**src/rtl/reglist_encoder.sv**
```systemverilog
// reglist_encoder: sequential priority encoder for LDM/STM register lists.
// Captures a register list on start, then emits one register index per
// idx_valid/idx_ready handshake, lowest set bit first. Defining the macro
// REGLIST_DESCEND_EN reverses the order so the highest set bit comes first.
module reglist_encoder #(
  parameter int N = 16
) (
  input  logic                   clk,
  input  logic                   reset,
  input  logic                   start,
  input  logic [N-1:0]           list,
  output logic                   busy,
  output logic                   idx_valid,
  input  logic                   idx_ready,
  output logic [$clog2(N)-1:0]   idx,
  output logic                   last,
  output logic [$clog2(N):0]     count,
  output logic                   done
);

  localparam int W = $clog2(N);

  typedef enum logic {
    IDLE = 1'b0,
    RUN  = 1'b1
  } state_t;

  state_t         state, state_next;
  logic [N-1:0]   mask, mask_next;
  logic [W:0]     count_next;
  logic           done_next;
  logic [W-1:0]   sel_idx;
  logic [N-1:0]   sel_bit;
  logic           single;
  logic           run;

  function automatic logic [W-1:0] lowest_idx(input logic [N-1:0] m);
    logic [W-1:0] r;
    r = '0;
    for (int i = N - 1; i >= 0; i--) begin
      if (m[i]) r = W'(i);
    end
    return r;
  endfunction

  function automatic logic [W-1:0] highest_idx(input logic [N-1:0] m);
    logic [W-1:0] r;
    r = '0;
    for (int i = 0; i < N; i++) begin
      if (m[i]) r = W'(i);
    end
    return r;
  endfunction

  function automatic logic [W:0] popcount(input logic [N-1:0] m);
    logic [W:0] c;
    c = '0;
    for (int i = 0; i < N; i++) begin
      c = c + {{W{1'b0}}, m[i]};
    end
    return c;
  endfunction

  // Pick the index to emit from the remaining mask; order is build-selected.
  always_comb begin
`ifdef REGLIST_DESCEND_EN
    sel_idx = highest_idx(mask);
`else
    sel_idx = lowest_idx(mask);
`endif
    sel_bit = {{(N-1){1'b0}}, 1'b1} << sel_idx;
    single  = (mask != '0) && ((mask & (mask - 1'b1)) == '0);
  end

  assign run       = (state == RUN);
  assign busy      = run;
  assign idx_valid = run;
  assign idx       = run ? sel_idx : '0;
  assign last      = run & single;

  // State register.
  always_ff @(posedge clk or negedge reset) begin
    if (!reset) state <= IDLE;
    else        state <= state_next;
  end

  // Next-state, mask update, count capture and done generation.
  always_comb begin
    state_next = state;
    mask_next  = mask;
    count_next = count;
    done_next  = 1'b0;
    case (state)
      IDLE: begin
        if (start) begin
          mask_next  = list;
          count_next = popcount(list);
          if (list != '0) state_next = RUN;
          else            done_next  = 1'b1;
        end
      end
      RUN: begin
        // start is deliberately not looked at here: list and count stay put.
        if (idx_ready) begin
          mask_next = mask & ~sel_bit;
          if (single) begin
            state_next = IDLE;
            done_next  = 1'b1;
          end
        end
      end
      default: state_next = IDLE;
    endcase
  end

  // Datapath registers: remaining mask, captured popcount and done pulse.
  always_ff @(posedge clk or negedge reset) begin
    if (!reset) begin
      mask  <= '0;
      count <= '0;
      done  <= 1'b0;
    end else begin
      mask  <= mask_next;
      count <= count_next;
      done  <= done_next;
    end
  end

endmodule
```
**config.mk**
```make
export PLATFORM = sky130hd
export DESIGN_NAME = reglist_encoder
export DESIGN_NICKNAME = d
export VERILOG_FILES = /design/src/rtl/reglist_encoder.sv
export SDC_FILE = /design/constraint.sdc
export NUM_CORES = 1
export LEC_CHECK = 0
export CAP_MARGIN = 5
export CORE_ASPECT_RATIO = 1.25
export CORE_MARGIN = 2
export CORE_UTILIZATION = 53
export CTS_CLUSTER_DIAMETER = 40
export CTS_CLUSTER_SIZE = 40
export DETAILED_ROUTE_END_ITERATION = 8
export GPL_ROUTABILITY_DRIVEN = 0
export GPL_TIMING_DRIVEN = 0
export PLACE_DENSITY = 0.82
export RECOVER_POWER = 50
export SLEW_MARGIN = 25
export SYNTH_ARGS = -nofsm -noshare
export SYNTH_HDL_FRONTEND = slang
export SYNTH_SLANG_ARGS = --single-unit
```
**constraint.sdc**
```tcl
create_clock -name clk -period 2.3 [get_ports clk]
set_input_delay 0.23 -clock clk [delete_from_list [all_inputs] [get_ports clk]]
set_output_delay 0.23 -clock clk [all_outputs]
set_load 0.05 [all_outputs]
```
==> out/summary.txt <==
status: complete, but fails checks
failing checks: negative setup slack
top post-synthesis cells by area: dfrtp_1, fa_1, inv_1, mux2i_1, ha_1
# nets final: 292
maximum clock frequency: 327 MHz
Longest Clk Path Bufs: 2
Max Cap Violations: 0
CTS Buf Count: 3
leading area contributor after synthesis: dfrtp_1
max-slew violations: 0
Post-synth EDFFs: 0
Final Cell Area: 2460 sq um
fraction of layout cells with a size suffix above 1: 22.4%
gr ovfl total: 0
Netlist cell types: 51
worst hold-check path type: in -> reg
TritonCTS clock tree: built
Layout area overhead: 28.8%
Post-Place Worst Slack: -1.54 ns
synthesized cell area: 1910 sq um
Final min period: 3.06 ns
worst-path maximum fanout: 2
Avg Inst Size Synth: 8.78 sq um
CTS root buf: clkbuf_8
diode count: 0
final-report setup violation count: 8
Static Leakage: 1.11 nW
sequential cell area fraction in the yosys report: 30.1%
Clock transition at path regs: 0.09 ns
maximum vdd drop: 1.21 mV
Clock Sinks: 23
skew final: 0.00767 ns
prevailing post-synth register cell: dfrtp_1
hold_ws: 0.245 ns
Crit Path Class: in -> reg
top-count cell post-synth: inv_1
Residual DRC: 0
Iter 0 DRT Violations: 123
syn nets: 254
Startpoint Class: primary input
largest net degree at the start of global routing: 24
GR Util All Layers: 26.1%
critical path arrival: 3.20 ns
top-area cell type share of the netlist area: 30.1%
Required @ worst endpoint: 2.44 ns
number of synthesized register bits: 23
final worst slack: -0.757 ns
Die Area: 4110 sq um
Area after DPL: 2300 sq um
most frequent cells after synthesis: inv_1, dfrtp_1, nor2_1
Die X: 57.8 um
Post-Syn Instances: 218
Core Rows: 24
vias: 1855
num ports: 33
RSZ-0062 raised after global routing: true
final wirelength: 4950 um
worst-margin pin slew: 1.27 ns
DR WL/cell: 16.8 um
synth warn: 0
post-layout util: 70.8%
filler instances: 262
Initial DRT Pass Iterations: 4
H-Tree Level Count: 1
Hold Vio Cnt, Final: 0
Die Ht: 71.2 um
I/O Buffers: 31
Routed Antenna Nets: 0
worst skew pair latency: 0.27 ns
hpwl dp: 3780 um
Tcrit/Tclk final: 133%
core area: 3480 sq um
number of global-route vias before repair: 1805
crit end category: flip-flop
Power Density: 1460 nW/um^2
initial antenna violation count: 0
global-route wire length before repair: 8340 um
via/cell ratio: 6.31
async set-reset flop share out of synthesis: 100%
Initial Util: 55.0%
Relative slew margins: 15.2%
[layer usage]
metal  wire length, um  share of wire, %  up-vias  GRT usage [%]
li1                  -                 -      857              -
met1              2000                40      901           33.8
met2              2540                51       80           44.6
met3               248               5.0       17           2.19
met4               159               3.2        0           10.6
met5                 0                 0        -              0
[logic make-up after synthesis]
group / Yosys count / share of synthesized area, %
AOI/OAI and AO/OA: 60 / 21.7
and+or+nand+nor: 64 / 17.4
xor gates and xnor gates: 2 / 0.915
DFF: 23 / 30.1
muxes: 11 / 5.88
adders and majority gates: 17 / 14.9
buffers and inverters: 41 / 9.15
[state kept, by name, indices dropped and copies added (netlist names)]
name and flops:
count 5, busy 1, mask 16, done 1
[worst paths after layout]
kind / end / depth (start not counted) / from / slack (ns)
hold / removal: mask[1]$_DFFE_PN0P_ / 3 / list[1] / 0.25
min in group asynchronous: mask[7]$_DFFE_PN0P_ / 2 / reset / 0.75
max in group asynchronous: mask[2]$_DFFE_PN0P_ / 2 / reset / 0.72
setup / recovery: count[3]$_DFFE_PN0P_ / 12 / list[3] / -0.76
setup reg to reg: done$_DFF_PN0_ / 7 / mask[6]$_DFFE_PN0P_ / -0.10
hold reg to reg: count[4]$_DFFE_PN0P_ / 2 / count[4]$_DFFE_PN0P_ / 0.49
[final cells by class]
class / count / area [sq um] / area share (%)
Multi-Input combinational cell: 154 / 1270 / 51.7
Sequential cell: 23 / 577 / 23.4
Timing Repair Buffer: 38 / 368 / 14.9
Inverter: 27 / 104 / 4.21
Tap cell: 39 / 48.8 / 1.98
Buffer: 9 / 47.5 / 1.93
Clock buffer: 4 / 45.0 / 1.83
[stage by stage]
| step | total power, mW | setup TNS (ns) | instances |
|---|---|---|---|
| after global routing | 3.85 | -4.81 | 294 |
| after global placement | 3.15 | -9.16 | 288 |
| after detailed placement | 3.18 | -9.17 | 288 |
| after CTS | 3.52 | -4.38 | 293 |
| after floorplan | 2.52 | -4.20 | 218 |
| final | 3.61 | -4.02 | 294 |
[critical path, cell delays in order]
cell	delay, ns
buf_8	0.10
fa_1	0.53
inv_1	0.05
fa_1	0.50
fa_1	0.46
fa_2	0.59
inv_2	0.05
ha_4	0.16
a21o_1	0.18
a21oi_2	0.12
xor2_1	0.16
o21ai_1	0.07
[layout by cell type, fill, tap and decap left out, types with 5 or more instances in the layout]
master            n
dfrtp_1          22
inv_1            20
nor2_1           19
clkdlybuf4s50_1  16
o21ai_1          13
nand2_1          11
buf_4            10
a21oi_1           9
mux2i_1           9
fa_1              8
clkbuf_1          7
nor4_1            7
inv_2             6
o21ai_0           5
ha_1              5
[where the power goes]
group / leakage, nW / switching [mW] / internal, mW
logic: 0.788 / 1.58 / 1.02
clock network: 0.0228 / 0.136 / 0.124
registers: 0.295 / 0.211 / 0.538
[repair_timing]
action                                  in CTS  in global routing
resized for setup                           81                 20
buffers inserted                             4                  2
endpoints found under the setup margin      12                 17
endpoints found under the hold margin       23                  0
pin swaps                                   14                 11
hold buffers                                 1                  0
Note: power is estimated with default switching activity, not from simulation.
